### src/rtl/ca90_item_gen.sv
// Sequential CA90 item-memory generator: walks seed -> item[idx] one step per clock,
// caching the last vector so ascending requests resume instead of restarting.

module fixed_ca90_unit #(
    parameter int Dimension = 512,
    parameter int ShiftAmt  = 1
) (
    input  logic [Dimension-1:0] i_data,
    output logic [Dimension-1:0] o_data
);
    logic [Dimension-1:0] w_rotl;
    logic [Dimension-1:0] w_rotr;

    assign w_rotl = {i_data[Dimension-1-ShiftAmt:0], i_data[Dimension-1 -: ShiftAmt]};
    assign w_rotr = {i_data[ShiftAmt-1:0], i_data[Dimension-1:ShiftAmt]};
    assign o_data = w_rotl ^ w_rotr;
endmodule

module ca90_item_gen #(
    parameter int Dimension = 512,
    parameter int ShiftAmt  = 1,
    parameter int NumItems  = 1024,
    parameter int IdxWidth  = $clog2(NumItems)
) (
    input  logic                 clk_i,
    input  logic                 rst_i,
    input  logic [Dimension-1:0] seed_i,
    input  logic                 flush_i,
    input  logic                 req_valid_i,
    output logic                 req_ready_o,
    input  logic [IdxWidth-1:0]  req_idx_i,
    output logic                 item_valid_o,
    input  logic                 item_ready_i,
    output logic [Dimension-1:0] item_o
);
    typedef enum logic [1:0] {S_IDLE, S_ITER, S_DONE} state_e;

    state_e               r_fsm;
    state_e               w_fsm_nxt;
    logic [Dimension-1:0] state_q;
    logic [IdxWidth-1:0]  cur_idx_q;
    logic [IdxWidth-1:0]  target_q;
    logic                 cache_valid_q;
    logic [Dimension-1:0] w_step;
    logic                 w_accept;
    logic                 w_continue;
    logic                 w_at_target;

    fixed_ca90_unit #(
        .Dimension(Dimension),
        .ShiftAmt (ShiftAmt)
    ) u_step (
        .i_data(state_q),
        .o_data(w_step)
    );

    assign w_accept    = req_valid_i && (r_fsm == S_IDLE);
    assign w_continue  = cache_valid_q && !flush_i && (req_idx_i >= cur_idx_q);
    assign w_at_target = (cur_idx_q == target_q);
    assign item_o      = state_q;

    always_ff @(posedge clk_i or posedge rst_i) begin
        if (rst_i) r_fsm <= S_IDLE;
        else       r_fsm <= w_fsm_nxt;
    end

    always_comb begin
        w_fsm_nxt    = r_fsm;
        req_ready_o  = 1'b0;
        item_valid_o = 1'b0;
        case (r_fsm)
            S_IDLE: begin
                req_ready_o = 1'b1;
                if (req_valid_i) w_fsm_nxt = S_ITER;
            end
            S_ITER: begin
                if (w_at_target) w_fsm_nxt = S_DONE;
            end
            S_DONE: begin
                item_valid_o = 1'b1;
                if (item_ready_i) w_fsm_nxt = S_IDLE;
            end
            default: w_fsm_nxt = S_IDLE;
        endcase
    end

    // A restart's cache set is written after the flush clear so it wins on coincidence.
    always_ff @(posedge clk_i or posedge rst_i) begin
        if (rst_i) begin
            state_q       <= '0;
            cur_idx_q     <= '0;
            target_q      <= '0;
            cache_valid_q <= 1'b0;
        end else begin
            if (flush_i) cache_valid_q <= 1'b0;
            if (w_accept) begin
                target_q <= req_idx_i;
                if (!w_continue) begin
                    state_q       <= seed_i;
                    cur_idx_q     <= '0;
                    cache_valid_q <= 1'b1;
                end
            end else if (r_fsm == S_ITER && !w_at_target) begin
                state_q   <= w_step;
                cur_idx_q <= cur_idx_q + IdxWidth'(1);
            end
        end
    end
endmodule

### config.mk
export PLATFORM = sky130hd
export DESIGN_NAME = ca90_item_gen
export DESIGN_NICKNAME = d
export VERILOG_FILES = /design/src/rtl/ca90_item_gen.sv
export SDC_FILE = /design/constraint.sdc
export NUM_CORES = 1
export LEC_CHECK = 0
export ABC_CLOCK_PERIOD_IN_PS = 31900
export CAP_MARGIN = 20
export CELL_PAD_IN_SITES_DETAIL_PLACEMENT = 0
export CELL_PAD_IN_SITES_GLOBAL_PLACEMENT = 1
export CORE_AREA = 2 2 407 409
export CTS_CLUSTER_DIAMETER = 120
export DETAILED_ROUTE_END_ITERATION = 8
export DIE_AREA = 0 0 409 411
export GPL_ROUTABILITY_DRIVEN = 0
export PLACE_DENSITY = 0.6
export RECOVER_POWER = 100
export SKIP_CTS_REPAIR_TIMING = 1
export SLEW_MARGIN = 30
export SYNTH_ARGS = -nofsm -noshare
export SYNTH_HDL_FRONTEND = slang
export SYNTH_HIERARCHICAL = 1
export SYNTH_SLANG_ARGS = --single-unit
### constraint.sdc
create_clock -name clk_i -period 31.9 [get_ports clk_i]
set_clock_uncertainty 0.05 [all_clocks]
set_input_delay 9.57 -clock clk_i [delete_from_list [all_inputs] [get_ports clk_i]]
set_output_delay 9.57 -clock clk_i [all_outputs]
set_load 0.005 [all_outputs]
==> out/results.ini, run 1 <==
[timing]
tns_ps = 0
slew_headroom = -1.68
grt_setup_unrepaired = no
fmax_mhz = 45.8
setup_viol_count_final = 0
max_slew.worst_pin.slew_ps = 4020
finalCriticalPeriod_ps = 21820
period_share = 0.684
drv_slew = 1211
final_hold_viol_count = 0

[drt]
wl_per_cell_um = 20.6
dr.first_iter.drc_count = 1799
drtPass1Iterations = 5
routed_wl_um = 137000
num_vias = 26900
ant_nets = 0
drc_errors = 0
viasPerCell = 4.05

[yosys]
muxShareOfSynthArea = 0.219
seq_area_frac_synth = 0.403
postSynthAreaPerCell_sq_um = 9.79
synth-simple-area-share = 0.184
syn_inst = 3394
yosys.area.top_type_share = 0.403
syn_area_sq_um = 33200
synth_top_area_cell = dfrtp_1
synth_top_family_by_area = multiplexers
synth_fa_ha_area_frac = 0.00414
synth.ff_latch_count = 535
synth_compound_area_frac = 0.00539
synth.area.top_cells = dfrtp_1 (40%), mux2_4 (18%), nand2_1 (18%)
synth_xor_area_frac = 0.138
ys_warn_count = 6
synth_cell_types = 37
syn_nets = 3932

[cts]
clk_path_buf_depth = 3
clockRootBuffer = clkbuf_16
htree_levels = 3
cts_sinks = 535
clock_latency_ps = 670
numCtsBuffers = 75
path_clk_slew_ps = 50
cts_tree = built

[critical_path]
startpoint_type = input pin
max_stage_delay_ps = 2710
r2r_slack_ps = 18890
required_ps = 32360
critPathSlowestCell = clkbuf_1
cpMostUsedCell = clkbuf_1
critPathCaptureType = register
r2r_start = cur_idx_q[7]
crit_type = in2reg
cp_max_fo = 60
worstReg2RegEnd = item_o[340]
crit_chain = dlygate4sd3_1, inv_1, ha_1, nand2b_1, a21oi_1, o21ai_0, a41oi_1, nor2_1, clkbuf_1, clkbuf_1, buf_6, buf_4, clkbuf_1, mux2_1
reg2reg_depth = 11
cp.arrival_ps = 22290

[pwr]
cellPowerDensity_nw_per_um2 = 111
max-vdd-ir-drop_mv = 0.0430
p_leak_nw = 21.0

[hold_path]
min_from = target_q[7]
min_to = target_q[7]
hp-class = reg2reg
hold_depth = 2

[grt]
antenna_found_initial = 33
track_usage = 0.155
overflow = 0
grt_pass1_wl_um = 195000
grt_max_degree = 167
grt_pass1_vias = 27300

[cells_and_area]
layout_common_cells = nand2_1 (1567), dfrtp_1 (535), clkdlybuf4s50_1 (524)
num-nets-final = 4906
fin_cells = 6638
fin_area_sq_um = 46100
area_growth_pct = 38.7
layout_commonest_cell = nand2_1
layout-drive-gt1-share = 0.0384
final_util = 0.281

[flow_run]
cap_violations = 21

[die]
die_h_um = 411
core-area_sq_um = 164000
dieArea_sq_um = 168000
initial_core_util = 0.203
std_cell_rows = 149
pin_count = 1041
die_w_um = 409

[place]
placed_area_sq_um = 45200
portBuffers = 1040
dpl.hpwl_um = 101000
placed_cells = 6479

[outcome]
violations = max-capacitance violations, max-slew violations
status = finished, violations left

## flip-flops by register name (all words and copies together) (netlist names)
signal / count
cache_valid_q: 1
target_q: 10
r_fsm: 2
item_o: 512
cur_idx_q: 10
## layer usage
| metal | vias to the layer above | share of wire | routed length [um] | track usage |
|---|---|---|---|---|
| met4 | 8 | 0.029 | 3960 | 0.0555 |
| met2 | 741 | 0.48 | 65500 | 0.254 |
| met1 | 13200 | 0.42 | 57900 | 0.191 |
| met5 | - | 0.00098 | 134 | 0.00396 |
| met3 | 172 | 0.068 | 9350 | 0.0486 |
| li1 | 12700 | - | - | - |
## metrics by stage
stage | setup slack (ps) | power (W) | hold WS, ps
2_1_floorplan | 7330 | 0.00365 | 411
3_3_place_gp | 15180 | 0.00487 | 435
3_5_place_dp | 15210 | 0.00491 | 437
4_1_cts | 15950 | 0.00580 | 452
5_1_grt | 9130 | 0.00554 | 485
6_report | 10080 | 0.00510 | 450
## where the power goes
group          internal [W]  switching [W]  total, W
Sequential          0.00107       0.000609   0.00168
Combinational       0.00144        0.00114   0.00258
Clock              0.000498       0.000348  0.000845
## cells by family (layout without fill, tap and decap cells)
group	Yosys count	in the layout
AOI/OAI and AO/OA	21	21
and+or+nand+nor	1604	1604
adders and majority gates	11	11
xor gates and xnor gates	522	522
other	0	26
buffers and inverters	187	1216
DFF	535	535
muxes	514	514
## worst max path at each step
stage                  from       endpoint  slack [ps]  cells after the start
2_1_floorplan         rst_i  cache_valid_q        7330                      1
4_1_cts        req_idx_i[0]    item_o[369]       15950                     14
3_3_place_gp   req_idx_i[0]    item_o[368]       15180                     14
3_5_place_dp   req_idx_i[0]    item_o[369]       15210                     14
5_1_grt        req_idx_i[0]     item_o[82]        9130                     14
6_report       req_idx_i[0]    item_o[340]       10080                     14
## worst max-delay path: cells and delay by family
kind	cells	cell delay [ps]
buffers and inverters	7	9060
muxes	1	420
and+or+nand+nor	2	2240
adders and majority gates	1	280
AOI/OAI and AO/OA	3	490
## final cells by class
cell class	instances	area, sq um
repair buffers	1072	10600
multi-input cells	2672	16800
fillers	17600	118000
diodes	26	65.1
flip-flops and latches	535	13400
clock inverters	17	213
clock buffers	115	2220
well taps	2189	2740
inverters	12	46.3
## synth_stat cells (all sizes together)
cell type	count
nand2	1567
dfrtp	535
xor2	520
mux2	514
clkbuf	116
buf	59
inv	12
ha	11
nor2	10
a221o	7
and3	7
nand3	5
a21oi	4
nand2b	4
o21ai	4
nand4	2
nor2b	2
nor3	2
nor4	2
o21a	2
or3	2
xnor2	2
a211o	1
a22o	1
a41oi	1
and2	1
o2bb2ai	1
No activity file was read; power rests on OpenSTA's default activity.
==> run 2: changes to the inputs <==
Settings changed: ABC_CLOCK_PERIOD_IN_PS 31900 to 19750, CORE_AREA 2 2 407 409 to 2 2 400 402, DIE_AREA 0 0 409 411 to 0 0 402 404, PLACE_DENSITY 0.6 to 0.64.
Clock period 31.9 ns to 19.75 ns, I/O delays scaled along.
==> out/results.ini, run 2 (same netlist as run 1, synthesis figures left out) <==
[outcome]
status = finished, violations left
violations = max-capacitance violations, max-slew violations

[cts]
clk_path_buf_depth = 3
cts_tree = built
numCtsBuffers = 73
htree_levels = 3
path_clk_slew_ps = 60
cts_sinks = 535
clock_latency_ps = 660
clockRootBuffer = clkbuf_16

[drt]
drc_errors = 0
routed-wl-met2_um = 66000
met1Wirelength_um = 56400
route.met3.wl_um = 8660
wl_per_cell_um = 20.8
highest_layer = met5
drtPass1Iterations = 7
viasPerCell = 4.14
routed_wl_um = 135000
dr.first_iter.drc_count = 1646
ant_nets = 0
num_vias = 27000

[critical_path]
critPathSlowestCell = clkbuf_1
max_stage_delay_ps = 2680
r2r_start = r_fsm[0]
crit_chain = dlygate4sd3_1, nand2_1, clkbuf_1, clkbuf_1, nand2_1, nand2_1, mux2_1
crit_buf_inv = 3
worstReg2RegEnd = item_o[352]
critPathCaptureType = register
cp_max_fo = 78
required_ps = 20300
reg2reg_depth = 7
crit_type = in2reg
r2r_slack_ps = 11460
crit_family = buffers and inverters
crit_path_start = req_valid_i
cp.arrival_ps = 14180
cpMostUsedCell = nand2_1
startpoint_type = input pin

[timing]
period_share = 0.690
tns_ps = 0
final_hold_viol_count = 0
fmax_mhz = 73.3
grt_setup_unrepaired = no
drv_slew = 580
fin_ws_ps = 6110
max_slew.worst_pin.slew_ps = 4760
slew_headroom = -2.17
setup_viol_count_final = 0
finalCriticalPeriod_ps = 13640

[grt]
track_usage = 0.160
grt_pass1_wl_um = 194000
overflow = 0
antenna_found_initial = 38
grt_pass1_vias = 27300
grt_max_degree = 154

[die]
pin_count = 1041
die_h_um = 404
initial_core_util = 0.210
core-area_sq_um = 158000
dieArea_sq_um = 162000
std_cell_rows = 146
die_w_um = 402

[pwr]
cellPowerDensity_nw_per_um2 = 178
max-vdd-ir-drop_mv = 0.0818
p_total_w = 0.00816
p_leak_nw = 21.0

[cells_and_area]
final_util = 0.291
fillers = 17000
layout_common_cells = nand2_1 (1567), dfrtp_1 (535), clkdlybuf4s50_1 (523)
layout_commonest_cell = nand2_1
largest_register_ffs = 512
num-nets-final = 4902
layout-drive-gt1-share = 0.0390
area_growth_pct = 38.2

[hold_path]
min_from = target_q[1]
hold_depth = 2
hp-class = reg2reg
min_to = target_q[1]

[flow_run]
cap_violations = 10

[place]
portBuffers = 1040
dpl.hpwl_um = 101000
preCtsSetupSlack_ps = 8990

## run 2: cell count changes in the layout (fill, tap and decap cells not counted), sizes merged
cell           before  now
dlygate4sd3       516  517
buf                12   21
clkbuf            135  118
clkinvlp            1    4
diode              26   28
bufinv              2    1
clkdlybuf4s50     524  523
inv                16   14
## run 2: metal layers
layer	up-vias	GRT usage
li1	12800	-
met1	13300	0.194
met2	760	0.263
met3	176	0.0488
met4	10	0.0650
met5	-	0
## run 2: per-stage QoR
step	std cells	hold slack [ps]	instance area (sq um)
after floorplan	3394	411	33200
after global placement	6358	432	45000
after detailed placement	6358	434	45000
after CTS	6484	447	47300
after global routing	6514	467	45900
final	6515	440	45900
## run 2: layout make-up
type                    instances  area [sq um]  area share
multi-input cells            2672         16800       0.366
inverters                      12          48.8     0.00106
clock inverters                17           166     0.00363
repair buffers               1070         10700       0.234
well taps                    2072          2590      0.0565
clock buffers                 109          2120      0.0463
flip-flops and latches        535         13400       0.292
diodes                         28          70.1     0.00153
## run 2: worst max-delay path by stage
stage / end / slack, ps / cells past startpoint
2_1_floorplan: cache_valid_q / 6500 / 1
3_3_place_gp: item_o[368] / 8860 / 12
3_5_place_dp: item_o[139] / 8990 / 12
4_1_cts: item_o[142] / 9720 / 12
5_1_grt: item_o[183] / 5510 / 11
6_report: item_o[352] / 6110 / 7
## run 2: report_power, final
| group | switching [W] | internal (W) | total (W) |
|---|---|---|---|
| Clock | 0.000551 | 0.000758 | 0.00131 |
| Sequential | 0.000980 | 0.00172 | 0.00270 |
| Combinational | 0.00183 | 0.00231 | 0.00415 |
| Total | 0.00337 | 0.00479 | 0.00816 |
## run 2: worst register-to-register path, cell delays in order, from the launching register on
cell,delay [ps]
dfrtp_1,360
nor2_1,130
nand2_1,2090
clkbuf_1,1820
clkbuf_1,2720
nand2_1,690
nand2_1,220
mux2_1,150
